`src/rtl/array_access_fsm.sv`:
```
// Memory-instruction sequencer for array index (a <- (b)[c]) and array amend ((a)[b] <- c).
// Reads operands through the register unit, drives one memory access, and optionally writes back.
module array_access_fsm #(
    parameter int DATA_W    = 32,
    parameter int REG_SEL_W = 3,
    parameter int TIMEOUT   = 15
) (
    input  logic                 clk,
    input  logic                 r,
    input  logic                 start,
    input  logic                 op,
    input  logic [REG_SEL_W-1:0] reg_a,
    input  logic [REG_SEL_W-1:0] reg_b,
    input  logic [REG_SEL_W-1:0] reg_c,
    input  logic [DATA_W-1:0]    reg_out_bus,
    output logic [REG_SEL_W-1:0] reg_sel,
    output logic                 reg_wr_en,
    output logic [DATA_W-1:0]    reg_wr_data,
    output logic                 mem_req,
    output logic                 mem_we,
    output logic [DATA_W-1:0]    mem_addr,
    output logic [DATA_W-1:0]    mem_offset,
    output logic [DATA_W-1:0]    mem_wdata,
    input  logic                 mem_ready,
    input  logic [DATA_W-1:0]    mem_rdata,
    output logic                 busy,
    output logic                 done,
    output logic                 err
);

    localparam int CNT_W = (TIMEOUT > 0) ? $clog2(TIMEOUT + 1) : 1;
    // The access times out on the TIMEOUT-th consecutive cycle without ready.
    localparam logic [CNT_W-1:0] CNT_LAST = CNT_W'((TIMEOUT > 0) ? TIMEOUT - 1 : 0);

    typedef enum logic [3:0] {
        IDLE, SEL0, SEL1, SEL2, LAT, MEM, WB, DONE, ERR
    } state_t;

    state_t                 state_reg, state_next;
    logic                   op_reg;
    logic [REG_SEL_W-1:0]   a_reg, b_reg, c_reg;
    logic [DATA_W-1:0]      addr_reg, offset_reg, wdata_reg, rdata_reg;
    logic [CNT_W-1:0]       wait_reg;
    logic                   accept;
    logic                   timeout_hit;

    assign accept = start && (state_reg == IDLE || state_reg == DONE || state_reg == ERR);
    assign timeout_hit = (TIMEOUT > 0) && (wait_reg == CNT_LAST);

    always_comb begin
        state_next = state_reg;
        case (state_reg)
            IDLE:    if (start) state_next = SEL0;
            ERR:     if (start) state_next = SEL0;
            DONE:    state_next = start ? SEL0 : IDLE;
            SEL0:    state_next = SEL1;
            SEL1:    state_next = op_reg ? SEL2 : LAT;
            SEL2:    state_next = LAT;
            LAT:     state_next = MEM;
            MEM: begin
                if (mem_ready)
                    state_next = op_reg ? DONE : WB;
                else if (timeout_hit)
                    state_next = ERR;
            end
            WB:      state_next = DONE;
            default: state_next = IDLE;
        endcase
    end

    // Operand order: index reads B then C; amend reads A, B, then C.
    always_comb begin
        reg_sel     = '0;
        reg_wr_en   = 1'b0;
        reg_wr_data = '0;
        case (state_reg)
            SEL0: reg_sel = op_reg ? a_reg : b_reg;
            SEL1: reg_sel = op_reg ? b_reg : c_reg;
            SEL2: reg_sel = c_reg;
            WB: begin
                reg_sel     = a_reg;
                reg_wr_en   = 1'b1;
                reg_wr_data = rdata_reg;
            end
            default: ;
        endcase
    end

    assign mem_req    = (state_reg == MEM);
    assign mem_we     = (state_reg == MEM) && op_reg;
    assign mem_addr   = addr_reg;
    assign mem_offset = offset_reg;
    assign mem_wdata  = wdata_reg;
    assign busy       = (state_reg != IDLE) && (state_reg != DONE) && (state_reg != ERR);
    assign done       = (state_reg == DONE);
    assign err        = (state_reg == ERR);

    always_ff @(posedge clk or negedge r) begin
        if (!r) begin
            state_reg  <= IDLE;
            op_reg     <= 1'b0;
            a_reg      <= '0;
            b_reg      <= '0;
            c_reg      <= '0;
            addr_reg   <= '0;
            offset_reg <= '0;
            wdata_reg  <= '0;
            rdata_reg  <= '0;
            wait_reg   <= '0;
        end else begin
            state_reg <= state_next;
            if (accept) begin
                op_reg   <= op;
                a_reg    <= reg_a;
                b_reg    <= reg_b;
                c_reg    <= reg_c;
                wait_reg <= '0;
            end
            // reg_out_bus carries the register selected in the previous state.
            case (state_reg)
                SEL1: addr_reg <= reg_out_bus;
                SEL2: offset_reg <= reg_out_bus;
                LAT: begin
                    if (op_reg)
                        wdata_reg <= reg_out_bus;
                    else
                        offset_reg <= reg_out_bus;
                end
                MEM: begin
                    if (mem_ready) begin
                        if (!op_reg)
                            rdata_reg <= mem_rdata;
                    end else begin
                        wait_reg <= wait_reg + 1'b1;
                    end
                end
                default: ;
            endcase
        end
    end

endmodule

```
`config.mk`:
```
export PLATFORM = sky130hd
export DESIGN_NAME = array_access_fsm
export DESIGN_NICKNAME = d
export VERILOG_FILES = /design/src/rtl/array_access_fsm.sv
export SDC_FILE = /design/constraint.sdc
export NUM_CORES = 1
export LEC_CHECK = 0
export CORE_MARGIN = 4
export CORE_UTILIZATION = 49
export CTS_CLUSTER_DIAMETER = 80
export CTS_CLUSTER_SIZE = 40
export DETAILED_ROUTE_END_ITERATION = 7
export GPL_ROUTABILITY_DRIVEN = 0
export HOLD_SLACK_MARGIN = 0.15
export PLACE_DENSITY = 0.92
export SETUP_SLACK_MARGIN = 0.02
export SYNTH_ARGS = -nofsm -noshare
export SYNTH_HDL_FRONTEND = slang
export SYNTH_SLANG_ARGS = --single-unit
```
`constraint.sdc`:
```
create_clock -name clk -period 3.1 [get_ports clk]
set_clock_uncertainty 0.05 [all_clocks]
set_input_delay 0.31 -clock clk [delete_from_list [all_inputs] [get_ports clk]]
set_output_delay 0.31 -clock clk [all_outputs]
set_load 0.005 [all_outputs]
```
Yosys cells after proc, flatten, opt, wreduce, memory -nomap -nowiden

Index checks and enable logic that the tools add are counted.

Reduce and logical (&&, ||, !) cells: 14
Muxes and demuxes: 17
Add/subtract/negate cells: 1
Equality and inequality tests: 14
Bitwise gates (word level): 1

Operators by type and width:

| kind                                                  | count |
|---|---|
| two-way mux 32 bit                                    | 2 |
| one-hot mux 32 bit (2 select lines)                   | 1 |
| one-hot mux 4 bit (8 select lines)                    | 1 |
| two-way mux 4 bit                                     | 6 |
| == test 4 x 3 -> 1 bit, second input constant         | 4 |
| one-hot mux 3 bit (4 select lines)                    | 1 |
| two-way mux 3 bit                                     | 3 |
| == test 4 x 2 -> 1 bit, second input constant         | 2 |
| == test 4 bit, second input constant                  | 2 |
| AND reduction 2 bit                                   | 3 |
| adder 4 x 1 -> 4 bit, second input constant           | 1 |
| == test 4 x 1 -> 1 bit, second input constant         | 1 |
| logical AND 1 bit                                     | 4 |
| logical NOT 4 bit                                     | 1 |
| inequality test 4 x 3 -> 1 bit, second input constant | 1 |
| inequality test 4 bit, second input constant          | 1 |
| nonzero test 4 bit                                    | 1 |
| two-way mux 1 bit                                     | 3 |
| inequality test 3 x 1 -> 1 bit, second input constant | 1 |
| AND reduction 3 bit                                   | 1 |
| logical OR 1 bit                                      | 2 |
| inequality test 2 x 1 -> 1 bit, second input constant | 1 |
| inequality test 2 bit, second input constant          | 1 |
| nonzero test 2 bit                                    | 1 |
| 2 further kinds                                       | 2 |

Logic and storage cells: 57
Register bits: 146
Input bits: 78
Output and inout bits: 137

Logic depth before layout (Yosys ltp)

Gate-level depths: netlist (run 1).

Depth in word-level cells: 7
Mapped depth: 6
Mapped depth without buffers: 6

Worst setup path before layout (run 1)

No wires, ideal clock.

Path type: reg2out
Start: reg state_reg[1]
End: out reg_sel[0]
Stages on the path, launching flop included: 6
Required time: 2.740 ns
Setup slack: 1.227 ns
Buffers on the path: 1
Arrival: 1.513 ns
Cells stage by stage: dfrtp_1 > clkbuf_1 > or3b_2 > a211oi_2 > a22oi_1 > nand2_1

Cells in the longest elaborated chain, start to end: 2
Elaborated cells on any way between the ends: 5
Classes of those cells: eq/ne (4); mux (1)

RTL lines:

| what                                           | RTL line | source |
|---|---|---|
| from (decl)                                    | 39       | `state_t state_reg, state_next;` |
| from (signal assigned)                         | 111      | `state_reg <= state_next;` |
| == test 4 x 3 -> 1 bit (tied with other cells) | 76       | `case (state_reg)` |
| one-hot mux 3 bit (4 select lines) (*)         | 76       |  |
| to (decl)                                      | 16       | `output logic [REG_SEL_W-1:0] reg_sel,` |

Every way passes the cells marked *; elsewhere a longest branch is shown, timed or not.

Final worst setup path (run 1)

Start: reg state_reg[0]
End: out reg_sel[0]

Same word-level chain as after synthesis.

==> reports/metrics.cfg, run 1 <==
[run_status]
status=completed

[yosys]
synth_area_leader_cell=dfrtp_1
synth_edf_count=0
synth_compound_area_frac=0.0198
synthSimpleGateAreaFrac=0.0771
synthCells=406
ys_seq_area_frac=0.597
netlist_area_um2=6120
synth_top_family_by_area=multiplexers
synth-seq-cells=146
async_flop_share=1.00
synthTopCellsByCount=dfrtp_1, mux2_2, and2_1
syn_nets=486
synthAdderAreaFrac=0.00409
synth_ff_type=dfrtp_1
yosysMostFrequentCell=dfrtp_1
avgSynthCellArea_um2=15.1
synth_xor_area_frac=0.00286
synth_warnings=0
netlist.area_leader.share=0.597
synth_top_cells_by_area=dfrtp_1, mux2_2, mux2_4
synth_cell_types=41
muxShareOfSynthArea=0.274

[floorplan]
die_area_um2=14300
die_y_um=120
io-pin-count=215
fp-row-count=40
initial_utilization=0.505
design.core.area_um2=12100
die_w_um=120

[finish]
antennaDiodeCount=0
syn_to_final_growth_pct=46.8
fin_nets=705
multi_input_area_um2=2320
drive_above_1_share=0.269
n_fill_cell=734
ff_latch_area_um2=3650

[global_routing]
grt_start_max_net_pins=91
antenna_found_initial=0
overflow=0
grt_first_pass_wirelength_um=25100
grt_pass1_vias=4548
grt_util_all_layers=0.224

[clock_network]
post-cts-setup-buffers=0
clockRootBuffer=clkbuf_16
cts_hold_buf=1
clk_transition_reported_paths_ns=0.06
cts_tree=done
insertion_delay_ns=0.42
cts_resized=0
ctsHtreeMaxLevel=4
clockBufferDepth=2
cts_buffers=17
cts.sinks=146

[power]
peakVddDrop_v=0.000526
powerDensity_nw_per_um2=1050
power_mw=9.44
p_leak_nw=3.86

[drt]
routedWlPerCell_um=19.3
ant_nets=0
drt_iter0_markers=232
avgViaCountPerCell=5.17
vias=4158
dr.pass1.iters=4
drcViolationCount=0
wl_um=15500

[critical_path]
crit_path_max_incr_delay_ns=0.59
critPathSlowestCell=dfrtp_1
r2r_end=mem_wdata[17]
endpoint_kind=output pin
cp_cell_sequence=or3b_2 -> a211oi_2 -> a22oi_1 -> nand2_1 -> clkdlybuf4s50_1
r2r_start=state_reg[3]
r2r_cells=4
crit_arrival_ns=2.51
path_delay_family=flip-flops
critPathMaxFanout=17
crit_type=register to output pin
rrSetupSlack_ns=0.74
critPathLaunchType=register
required_ns=2.74
worst-path-buf-inv=1

[placed_design]
port-buffer-count=214
dp_hpwl_um=11100

[timing]
setup_viol=0
min_period_ns=2.87
maxSlewHeadroom=0.463
hold_violations=0
finalCritPeriodShare=0.926
rsz0062_at_grt=no
fmax_mhz=349
tightestPinTransition_ns=0.806
maxSlewViolCount=0
fin_setup_tns_ns=0

[hold_path]
hold_path_depth=1
holdPathEnd=mem_addr[6]
holdCritStartpoint=mem_addr[6]
hp-class=register to register

[job]
cap_violations=0

logic make-up (layout without fill, tap and decap cells):
family                   after synthesis  after routing
XOR/XNOR                               2              2
AO/OA/AOI/OAI                         17             17
AND/OR/NAND/NOR                       75             75
buffers and inverters                 25            255
flip-flops                           146            146
adder cells (fa/ha/maj)                2              2
multiplexers                         139            139
worst register-to-register path, cell delays in order (launching register included):
cell and delay, ns:
dfrtp_1 0.53, nand2b_1 0.27, or4b_2 0.67, buf_4 0.33, mux2_4 0.40
layout by cell type, fill, tap and decap left out, types with 2 or more instances in the layout:
cell,synthesis,layout
dfrtp_1,146,146
nand2_1,9,9
o21bai_1,2,2
nor2_1,3,3
bufinv_16,0,2
clkdlybuf4s50_1,0,213
a22oi_1,3,3
buf_4,0,6
xnor2_1,2,2
o21ai_0,4,4
mux2_1,13,13
mux2_2,96,96
nand3_1,6,6
nand2b_1,4,4
mux2_4,30,30
clkbuf_1,5,3
clkinvlp_4,0,3
inv_1,2,2
clkbuf_16,0,17
clkbuf_8,0,2
and2_1,35,35
nand3b_1,3,3
ha_1,2,2
a21oi_1,3,3
per-layer routing:
metal	wire, um	share of wire	GRT usage	vias up
met5	0	0	0	-
met4	230	0.015	0.0680	0
met3	1210	0.078	0.0801	23
met2	7900	0.51	0.384	181
met1	6180	0.40	0.265	2090
li1	-	-	-	1864
area by class of cell:
cell class / instances / share of cell area
clock buffers: 22 / 0.0517
clock inverters: 8 / 0.0117
multi-input cells: 235 / 0.258
repair buffers: 222 / 0.247
well taps: 168 / 0.0234
inverters: 3 / 0.00125
flip-flops and latches: 146 / 0.407
how the worst max path moves through the flow:
| stage | startpoint | endpoint | slack (ns) | cells after the start |
|---|---|---|---|---|
| final | state_reg[0] | reg_sel[0] | 0.23 | 5 |
| after CTS | state_reg[0] | reg_sel[2] | 0.24 | 5 |
| after global placement | state_reg[0] | reg_sel[0] | 0.77 | 5 |
| after global routing | state_reg[0] | reg_sel[2] | 0.06 | 5 |
| after detailed placement | state_reg[0] | reg_sel[2] | 0.70 | 5 |
| after floorplan | state_reg[1] | reg_sel[0] | 1.23 | 5 |
power by group:
group,leakage (nW),internal [mW],total (mW),switching [mW]
Sequential,1.74,2.88,3.50,0.622
Clock,0.269,1.22,1.97,0.754
Combinational,1.85,2.65,3.97,1.32
stage by stage:
step           cell area, um^2  setup WS [ns]  hold WS [ns]  utilization  std cells
4_1_cts                   8980          0.236         0.438        0.742        804
3_3_place_gp              8400          0.772         0.376        0.694        773
2_1_floorplan             6120           1.23       -0.0356            -        406
3_5_place_dp              8400          0.697         0.385        0.694        773
6_report                  8980          0.231         0.435        0.742        804
5_1_grt                   8980         0.0553         0.440        0.742        804
Power figures use the tool's default switching activity.
==> run 2, diff against run 1 <==
- CORE_MARGIN: 4 -> 5
==> run 2 against run 1 <==
Compared with the run above: flip-flop and latch count is the same; first-iteration DRC count grew 9.1%; cell count grew 0.37%; maximum frequency grew 0.44%; cell area grew 1.0%; critical path depth is the same; global-route usage grew 0.32 points; largest power group unchanged; sequential share of layout area shrank 0.40 points; routed wire length grew 5.2%; highest routed layer unchanged.
==> reports/metrics.cfg, run 2 (synthesized netlist as in run 1, its figures left out) <==
[run_status]
status=completed  ; unchanged

[power]
power_mw=9.76  ; was 9.44 mW
switching_share=0.283  ; was 0.286
seqPwrFrac=0.360  ; was 0.371
p_sw_mw=2.77  ; was 2.70 mW
clkPwrFrac=0.231  ; was 0.209
p_leak_nw=3.91  ; was 3.86 nW
peakVddDrop_v=0.000686  ; was 0.000526 V
p_comb_frac=0.409  ; was 0.420
powerDensity_nw_per_um2=1080  ; was 1050 nW/um^2
p_int_mw=7.00  ; was 6.74 mW

[floorplan]
die_area_um2=14800  ; was 14300 um^2
design.core.area_um2=12100  ; unchanged
die_w_um=122  ; was 120 um
initial_utilization=0.505  ; unchanged
fp-row-count=40  ; unchanged
io-pin-count=215  ; unchanged
die_y_um=122  ; was 120 um

[finish]
layout_common_cells=clkdlybuf4s50_1, dfrtp_1, mux2_2  ; unchanged
fin_nets=707  ; was 705
n_fill_cell=729  ; was 734
drive_above_1_share=0.275  ; was 0.269
antennaDiodeCount=0  ; unchanged
syn_to_final_growth_pct=48.2  ; was 46.8%
layout_commonest_cell=clkdlybuf4s50_1  ; unchanged
finalCoreUtilization=0.749  ; was 0.742
final_area_um2=9070  ; was 8980 um^2

[timing]
setup_viol=0  ; unchanged
maxSlewHeadroom=0.529  ; was 0.463
min_period_ns=2.86  ; was 2.87 ns
rsz0062_at_grt=no  ; unchanged
finalCritPeriodShare=0.922  ; was 0.926
fmax_mhz=350  ; was 349 MHz
hold_violations=0  ; unchanged
maxSlewViolCount=0  ; unchanged
fin_setup_tns_ns=0  ; unchanged
tightestPinTransition_ns=0.697  ; was 0.806 ns

[global_routing]
grt_first_pass_wirelength_um=25800  ; was 25100 um
overflow=0  ; unchanged
grt_start_max_net_pins=56  ; was 91
grt_util_all_layers=0.227  ; was 0.224
antenna_found_initial=0  ; unchanged
grt_pass1_vias=4531  ; was 4548

[critical_path]
crit_arrival_ns=2.50  ; was 2.51 ns
endpoint_kind=output pin  ; unchanged
r2r_cells=4  ; unchanged
critPathMaxFanout=17  ; unchanged
required_ns=2.74  ; about the same
cp_cell_sequence=or4bb_1 -> a21oi_1 -> a22oi_1 -> nand2_1 -> clkdlybuf4s50_1  ; was or3b_2 -> a211oi_2 -> a22oi_1 -> nand2_1 -> clkdlybuf4s50_1
worst-path-buf-inv=1  ; unchanged
crit_path_max_incr_delay_ns=0.56  ; was 0.59 ns
crit_type=register to output pin  ; unchanged
path_delay_family=simple AND/OR/NAND/NOR gates  ; was flip-flops
r2r_start=state_reg[3]  ; unchanged
startpoint=state_reg[1]  ; was state_reg[0]
r2r_end=mem_wdata[22]  ; was mem_wdata[17]
critPathSlowestCell=or4bb_1  ; was dfrtp_1
rrSetupSlack_ns=0.71  ; was 0.74 ns
critPathLaunchType=register  ; unchanged

[clock_network]
cts_buffers=17  ; unchanged
ctsHtreeMaxLevel=4  ; unchanged
cts_tree=done  ; unchanged
insertion_delay_ns=0.41  ; was 0.42 ns
clockRootBuffer=clkbuf_16  ; unchanged
clockBufferDepth=2  ; unchanged
cts.sinks=146  ; unchanged
clk_transition_reported_paths_ns=0.06  ; about the same

[drt]
vias=4167  ; was 4158
avgViaCountPerCell=5.16  ; was 5.17
dr.pass1.iters=5  ; was 4
routedWlPerCell_um=20.2  ; was 19.3 um
drcViolationCount=0  ; unchanged
drt_iter0_markers=253  ; was 232
ant_nets=0  ; unchanged
wl_um=16300  ; was 15500 um

[placed_design]
port-buffer-count=214  ; unchanged
placed_cell_area_um2=8400  ; about the same
dp_hpwl_um=11400  ; was 11100 um

[hold_path]
hp-class=input pin to asynchronous set/reset pin  ; was register to register

[job]
cap_violations=0  ; unchanged

-- run 2: worst reg2reg max path, stage by stage (launching register included) --
cell      delay [ns]
dfrtp_1         0.53
nand2b_1        0.27
or4b_2          0.67
buf_4           0.34
mux2_4          0.42
-- run 2: power by group through the flow --
| stage | Clock (mW) | Sequential (mW) | Combinational (mW) |
|---|---|---|---|
| after floorplan | 0 | 3.37 | 1.93 |
| after global placement | 0 | 3.43 | 3.84 |
| after detailed placement | 0 | 3.51 | 3.99 |
| after CTS | 2.30 | 3.51 | 4.06 |
| after global routing | 2.38 | 3.63 | 4.28 |
| final | 2.26 | 3.51 | 3.99 |
-- run 2: area by class of cell --
cell class / count / area (um^2) / area share
sequential: 146 / 3650 / 0.403
multi-input combinational: 235 / 2320 / 0.256
timing repair buffer: 224 / 2220 / 0.245
clock buffer: 20 / 457 / 0.0503
tap: 168 / 210 / 0.0232
clock inverter: 11 / 200 / 0.0221
inverter: 3 / 11.3 / 0.00124
-- run 2: how the worst max path moves through the flow --
stage                  to  cells after the start
6_report       reg_sel[2]                      5
5_1_grt        reg_sel[1]                      5
4_1_cts        reg_sel[2]                      5
3_5_place_dp   reg_sel[2]                      5
3_3_place_gp   reg_sel[1]                      5
2_1_floorplan  reg_sel[0]                      5
-- run 2: through the flow --
step                      hold slack [ns]  std cells  setup slack, ns
after floorplan                   -0.0356        406             1.23
after global placement              0.228        775            0.773
after detailed placement            0.251        775            0.677
after CTS                           0.373        807            0.233
after global routing                0.401        807           0.0750
final                               0.358        807            0.243
-- run 2: metal layers --
metal / share of wire / GRT usage / up-vias
li1: - / - / 1862
met5: 0 / 0 / -
met1: 0.39 / 0.268 / 2111
met4: 0.013 / 0.0700 / 0
met3: 0.088 / 0.0868 / 17
met2: 0.51 / 0.386 / 177
-- run 2: timing repair --
| action | in CTS | in global routing |
|---|---|---|
| buffers inserted | 0 | 0 |
| hold buffers | 1 | 0 |
| gates resized for setup | 0 | 0 |
| hold endpoints to repair | 52 | 0 |
==> run 3, diff against run 2 <==
- CTS_CLUSTER_SIZE: 40 -> 30
==> results of run 3 <==
Same layout as run 2: the final DEF is identical, and so are final timing and power.
